`config.mk`:
```
export PLATFORM = sky130hd
export DESIGN_NAME = minimal_mem_master
export DESIGN_NICKNAME = d
export VERILOG_FILES = /design/src/rtl/minimal_mem_master.sv
export SDC_FILE = /design/constraint.sdc
export NUM_CORES = 1
export LEC_CHECK = 0
export CORE_MARGIN = 2
export CORE_UTILIZATION = 42
export CTS_CLUSTER_SIZE = 25
export DETAILED_ROUTE_END_ITERATION = 10
export PLACE_DENSITY = 0.85
export REMOVE_ABC_BUFFERS = 1
export SYNTH_ARGS = -nofsm -noshare
export SYNTH_HDL_FRONTEND = slang
export SYNTH_SLANG_ARGS = --single-unit
```
`constraint.sdc`:
```
create_clock -name clock -period 2.05 [get_ports clock]
set_input_delay 0.41 -clock clock [delete_from_list [all_inputs] [get_ports clock]]
set_output_delay 0.41 -clock clock [all_outputs]
set_load 0.03 [all_outputs]
```
`src/rtl/minimal_mem_master.sv`:
```
// Master end of the minimal memory interface: takes one valid/ready command, runs one
// oe/we strobe transaction, and returns a valid/ready response. Optional watchdog: MMM_TIMEOUT_EN.
module minimal_mem_master #(
    parameter int ADDR_W  = 10,
    parameter int DATA_W  = 8,
    parameter int SIZE_W  = 4,
    parameter int TIMEOUT = 255
) (
    input  logic              clock,
    input  logic              reset,
    input  logic              cmd_valid,
    output logic              cmd_ready,
    input  logic              cmd_we,
    input  logic [ADDR_W-1:0] cmd_addr,
    input  logic [DATA_W-1:0] cmd_wdata,
    input  logic [SIZE_W-1:0] cmd_size,
    output logic              rsp_valid,
    input  logic              rsp_ready,
    output logic [DATA_W-1:0] rsp_rdata,
    output logic              rsp_err,
    output logic              Mout_oe_ram,
    output logic              Mout_we_ram,
    output logic [ADDR_W-1:0] Mout_addr_ram,
    output logic [DATA_W-1:0] Mout_Wdata_ram,
    output logic [SIZE_W-1:0] Mout_data_ram_size,
    input  logic [DATA_W-1:0] M_Rdata_ram,
    input  logic              M_DataRdy
);

    // state  | meaning
    // S_IDLE | waiting for a command, cmd_ready high
    // S_REQ  | strobe active, waiting for M_DataRdy (or watchdog)
    // S_RSP  | response held until consumer takes it
    typedef enum logic [1:0] {
        S_IDLE = 2'd0,
        S_REQ  = 2'd1,
        S_RSP  = 2'd2
    } state_t;

    state_t            r_state;
    logic              r_oe;
    logic              r_we;
    logic [ADDR_W-1:0] r_addr;
    logic [DATA_W-1:0] r_wdata;
    logic [SIZE_W-1:0] r_size;
    logic              r_rsp_valid;
    logic [DATA_W-1:0] r_rsp_rdata;
    logic [DATA_W-1:0] w_mask_cur;

    // Sizes at or beyond the data width select the whole word.
    function automatic logic [DATA_W-1:0] f_mask(input logic [SIZE_W-1:0] size);
        if (int'(size) >= DATA_W)
            return '1;
        else
            return (DATA_W'(1) << size) - DATA_W'(1);
    endfunction

    assign w_mask_cur = f_mask(r_size);

    assign cmd_ready          = (r_state == S_IDLE);
    assign rsp_valid          = r_rsp_valid;
    assign rsp_rdata          = r_rsp_rdata;
    assign Mout_oe_ram        = r_oe;
    assign Mout_we_ram        = r_we;
    assign Mout_addr_ram      = r_addr;
    assign Mout_Wdata_ram     = r_wdata;
    assign Mout_data_ram_size = r_size;

`ifdef MMM_TIMEOUT_EN
    localparam int CNT_W = $clog2(TIMEOUT + 1);

    logic [CNT_W-1:0] r_cnt;
    logic             r_rsp_err;

    assign rsp_err = r_rsp_err;
`else
    assign rsp_err = 1'b0;
`endif

    always_ff @(posedge clock or negedge reset) begin
        if (!reset) begin
            r_state     <= S_IDLE;
            r_oe        <= 1'b0;
            r_we        <= 1'b0;
            r_addr      <= '0;
            r_wdata     <= '0;
            r_size      <= '0;
            r_rsp_valid <= 1'b0;
            r_rsp_rdata <= '0;
`ifdef MMM_TIMEOUT_EN
            r_cnt       <= '0;
            r_rsp_err   <= 1'b0;
`endif
        end else begin
            case (r_state)
                S_IDLE: begin
                    if (cmd_valid) begin
                        r_oe    <= ~cmd_we;
                        r_we    <= cmd_we;
                        r_addr  <= cmd_addr;
                        r_wdata <= cmd_we ? (cmd_wdata & f_mask(cmd_size)) : '0;
                        r_size  <= cmd_size;
`ifdef MMM_TIMEOUT_EN
                        r_cnt   <= '0;
`endif
                        r_state <= S_REQ;
                    end
                end
                S_REQ: begin
                    if (M_DataRdy) begin
                        r_oe        <= 1'b0;
                        r_we        <= 1'b0;
                        r_rsp_rdata <= r_oe ? (M_Rdata_ram & w_mask_cur) : '0;
                        r_rsp_valid <= 1'b1;
`ifdef MMM_TIMEOUT_EN
                        r_rsp_err   <= 1'b0;
`endif
                        r_state     <= S_RSP;
                    end
`ifdef MMM_TIMEOUT_EN
                    // r_cnt counts completed REQ cycles; the TIMEOUT-th one expires here.
                    else if (r_cnt == CNT_W'(TIMEOUT - 1)) begin
                        r_oe        <= 1'b0;
                        r_we        <= 1'b0;
                        r_rsp_rdata <= '0;
                        r_rsp_valid <= 1'b1;
                        r_rsp_err   <= 1'b1;
                        r_state     <= S_RSP;
                    end else begin
                        r_cnt <= r_cnt + CNT_W'(1);
                    end
`endif
                end
                S_RSP: begin
                    if (rsp_ready) begin
                        r_rsp_valid <= 1'b0;
                        r_state     <= S_IDLE;
                    end
                end
                default: begin
                    r_oe        <= 1'b0;
                    r_we        <= 1'b0;
                    r_rsp_valid <= 1'b0;
                    r_state     <= S_IDLE;
                end
            endcase
        end
    end

endmodule

```
==> results <==
## state kept, by name, summed over array words and instances, names as in the netlist
register,count
Mout_Wdata_ram,8
Mout_oe_ram,1
Mout_data_ram_size,4
Mout_addr_ram,10
r_state,2
rsp_rdata,8
rsp_valid,1
Mout_we_ram,1
## cell families after synthesis
kind of cell	synth area share, %
compound gates	13.4
xor+xnor	1.54
fa+ha+maj	1.46
buf+inv	5.93
flops	51.3
mux	1.17
other cells	0.220
simple gates	25.0
## power by group through the flow
stage | combinational, uW | sequential, uW | clock (uW)
after floorplan | 611 | 1820 | 0
after global placement | 2100 | 1240 | 0
after detailed placement | 2130 | 1250 | 0
after CTS | 2140 | 1240 | 514
after global routing | 2300 | 1280 | 547
final | 2120 | 1240 | 498
## worst paths after layout
path / slack (ns) / to / startpoint / cells after the start
setup / recovery: -0.003 / Mout_Wdata_ram[6]$_DFFE_PN0P_ / cmd_size[2] / 7
hold / removal: 0.20 / Mout_addr_ram[5]$_DFFE_PN0P_ / reset / 1
setup reg to reg: 0.31 / rsp_rdata[6]$_DFFE_PN0P_ / Mout_data_ram_size[2]$_DFFE_PN0P_ / 6
hold reg to reg: 0.47 / Mout_addr_ram[2]$_DFFE_PN0P_ / Mout_addr_ram[2]$_DFFE_PN0P_ / 2
max in group asynchronous: 1.38 / Mout_Wdata_ram[2]$_DFFE_PN0P_ / reset / 1
min in group clock: 0.47 / Mout_addr_ram[2]$_DFFE_PN0P_ / Mout_addr_ram[2]$_DFFE_PN0P_ / 2
## area by class of cell
type / count / area (um2) / share of cell area (%)
sequential: 35 / 876 / 33.8
timing repair buffer: 84 / 801 / 30.9
multi-input combinational: 133 / 757 / 29.2
clock buffer: 6 / 82.6 / 3.18
tap: 50 / 62.6 / 2.41
inverter: 3 / 11.3 / 0.434
clock inverter: 1 / 5.00 / 0.193
## stage by stage
stage               instance area [um2]  power, uW  hold WS (ns)  utilization [%]  TNS (ns)
floorplan                          1620       2430         0.114                -         0
global placement                   2470       3340         0.452             62.7    -0.670
detailed placement                 2470       3380         0.462             62.7    -0.933
CTS                                2590       3900         0.222             65.6         0
global route                       2590       4130         0.254             65.8   -0.0453
finish                             2590       3850         0.195             65.8  -0.00302
## repair_timing
item                                    4_1_cts  5_1_grt
resized for setup                             8        2
hold endpoints to repair                      0        0
pin swaps                                     4        1
endpoints found under the setup margin        2        2
buffers inserted                              1        0
hold buffers                                  0        0
## placed cells by master, fill, tap and decap left out, types with 3 or more instances in the layout
cell and instances:
sky130_fd_sc_hd__dfrtp_1 35, sky130_fd_sc_hd__clkbuf_8 6, sky130_fd_sc_hd__o21a_1 3, sky130_fd_sc_hd__xnor2_1 3, sky130_fd_sc_hd__nor3b_1 4, sky130_fd_sc_hd__nand2_1 62, sky130_fd_sc_hd__o211ai_1 3, sky130_fd_sc_hd__inv_1 3
sky130_fd_sc_hd__nor2_1 8, sky130_fd_sc_hd__clkdlybuf4s50_1 64, sky130_fd_sc_hd__dlygate4sd2_1 3, sky130_fd_sc_hd__o2111ai_1 3, sky130_fd_sc_hd__o21ai_1 3, sky130_fd_sc_hd__buf_4 14, sky130_fd_sc_hd__a21oi_1 6, sky130_fd_sc_hd__o21ai_0 5
sky130_fd_sc_hd__nand3_1 4
## per-layer routing
metal	vias to the layer above	routed length, um	GRT usage, %
met5	-	0	0
met4	0	31	5.25
met3	4	269	5.50
met2	40	1980	30.8
met1	742	1790	24.3
li1	776	-	-
==> results.txt <==
The worst IR drop on VDD is 0.740 mV. Counting along the longest clock path gives a buffer depth of 2. The critical path class is primary input to register. The proportion of netlist area held by the largest area contributor came out at 51.3%.

The run finished, with violations left. The internal portion of total power came out at 2170 uW. In this design, the stage delay of the slowest critical-path cell is 0.45 ns.

The pin count of the biggest net entering global routing is 36. The final net count is 300. The HPWL after detailed placement came out at 2.96 mm. The sequential fraction of the synthesis area is 51.3%. The number of detailed-routing iterations run before antenna repair is 4.

The count of unique library cells instantiated by Yosys came out at 38. The startpoint class of the critical path is a primary input. Of the total power, registers draw 32.1%.

The total of buffers placed on input and output ports is 69. The final reports fail on setup timing. Broken down by cell family, the worst path's largest delay share belongs to simple AND/OR/NAND/NOR gates. For this run, the leading register cell type out of synthesis is sky130_fd_sc_hd__dfrtp_1. The class of the tightest hold or removal check is primary input to asynchronous set/reset pin. In this run the worst path has a maximum fanout of 9. After detailed routing, the average wire length per cell comes to 13.0 um. The first global-routing pass estimated 6.54 mm of wire. CTS placed an instance of sky130_fd_sc_hd__clkbuf_8 at the clock tree root. By area the synthesized netlist is led by sky130_fd_sc_hd__dfrtp_1 (51%), sky130_fd_sc_hd__nand2_1 (14%), sky130_fd_sc_hd__buf_6 (2.6%), sky130_fd_sc_hd__a21oi_1 (1.8%), sky130_fd_sc_hd__nor2_1 (1.8%). The leftover overflow at the end of global routing is 0. Combinational logic is responsible for 55.0% of the overall power. Measured against its own limit, the worst slew margin works out to 49.7%. Among all cell types in the netlist, the one instantiated most often is sky130_fd_sc_hd__nand2_1. Counting both buffers and inverters, the worst setup path holds a total of 2. The number of placed instances with taps included came out at 304. The total DRC errors in the routed layout came out at 0. The total clock buffers created by CTS is 5. The total clock sinks is 35. After synthesis, the most frequently instantiated cells are sky130_fd_sc_hd__nand2_1 (62), sky130_fd_sc_hd__dfrtp_1 (35), sky130_fd_sc_hd__nor2_1 (8), sky130_fd_sc_hd__a21oi_1 (6), sky130_fd_sc_hd__o21ai_0 (5). The synthesized design contains 0 enable-type register cells.

The diode insertion count for antenna repair is 0. The total number of placement rows is 23. The overall routing resource usage came out at 18.8%. The cell count after synthesis came out at 184.

The portion of the clock cycle consumed by the worst path in the final layout is 100%. The number of pins with negative max-slew slack in the final report is 0. The switching part of the total power is 43.7%. OpenSTA, run right after detailed placement, puts the worst setup slack at -0.413 ns. The die covers 4590 um2. The average via count per standard cell is 5.01. The number of antenna violations at the first check in global routing is 0. The final wirelength is 4.07 mm.

The actual slew at the worst max-slew pin is 0.754 ns. The number of endpoints with negative hold slack in the final report came out at 0. The least setup slack across all paths after layout came out at -0.00302 ns. In this run the remaining antenna-violating nets after routing total 0. The clock transition at the registers of the reported paths is 0.07 ns. The worst setup path is captured at a register. The shortest clock period the worst path allows after layout is 2.05 ns. The via count of the first global-routing pass is 1,439. The H-tree was split into 2 levels. Summed over all cells, the static leakage comes to 0.00116 uW. The floorplan core area is 3940 um2. TritonCTS built the clock tree. The starting DRC count in detailed routing came out at 76. The layout overhead on the synthesized area is 51.9%. The worst endpoint required time came out at 2.26 ns. The net switching component of the power came out at 1680 uW. The tool flagged a number of max-cap violations equal to 0.

The library cell with the largest summed area after synthesis is sky130_fd_sc_hd__dfrtp_1. The setup-violating endpoint count in the final report is 1. The vias after detailed routing came out at 1,562. The worst clock skew is 0.00439 ns. The power share of the clock group is 12.9%.

Walking the worst path, the cells encountered are clkdlybuf4s50_1, buf_4, or4_4, ha_4, nor4bb_1, nor4_2, o21ai_1. The number of synthesized register bits is 35. The effective utilization at floorplan is 43.3%. The proportion of synthesized flip-flops having asynchronous set or reset is 100%. The insertion delay of the later-clocked pin in the worst-skew pair came out at 0.28 ns.

The ratio of cells with drive above 1 in the final layout is 10.7%. After synthesis the cells add up to 1710 um2. The die width is 67.8 um. The count of fill cells added during filler insertion came out at 336.

The standard cell with the maximum stage delay on the critical path is sky130_fd_sc_hd__or4_4. The die height came out at 67.8 um. The synthesis warning total is 0. The worst path arrival time came out at 2.26 ns. Static timing analysis puts the maximum clock frequency at 487 MHz.

The final weighted congestion in routability-driven placement came out at 0.737. The mean instance size in the synthesized netlist came out at 9.28 um2. The final instance count without filler cells is 312. The power per cell area came out at 1480 nW/um2.

The top-level port count came out at 71.
(Power assumes the default switching activity.)
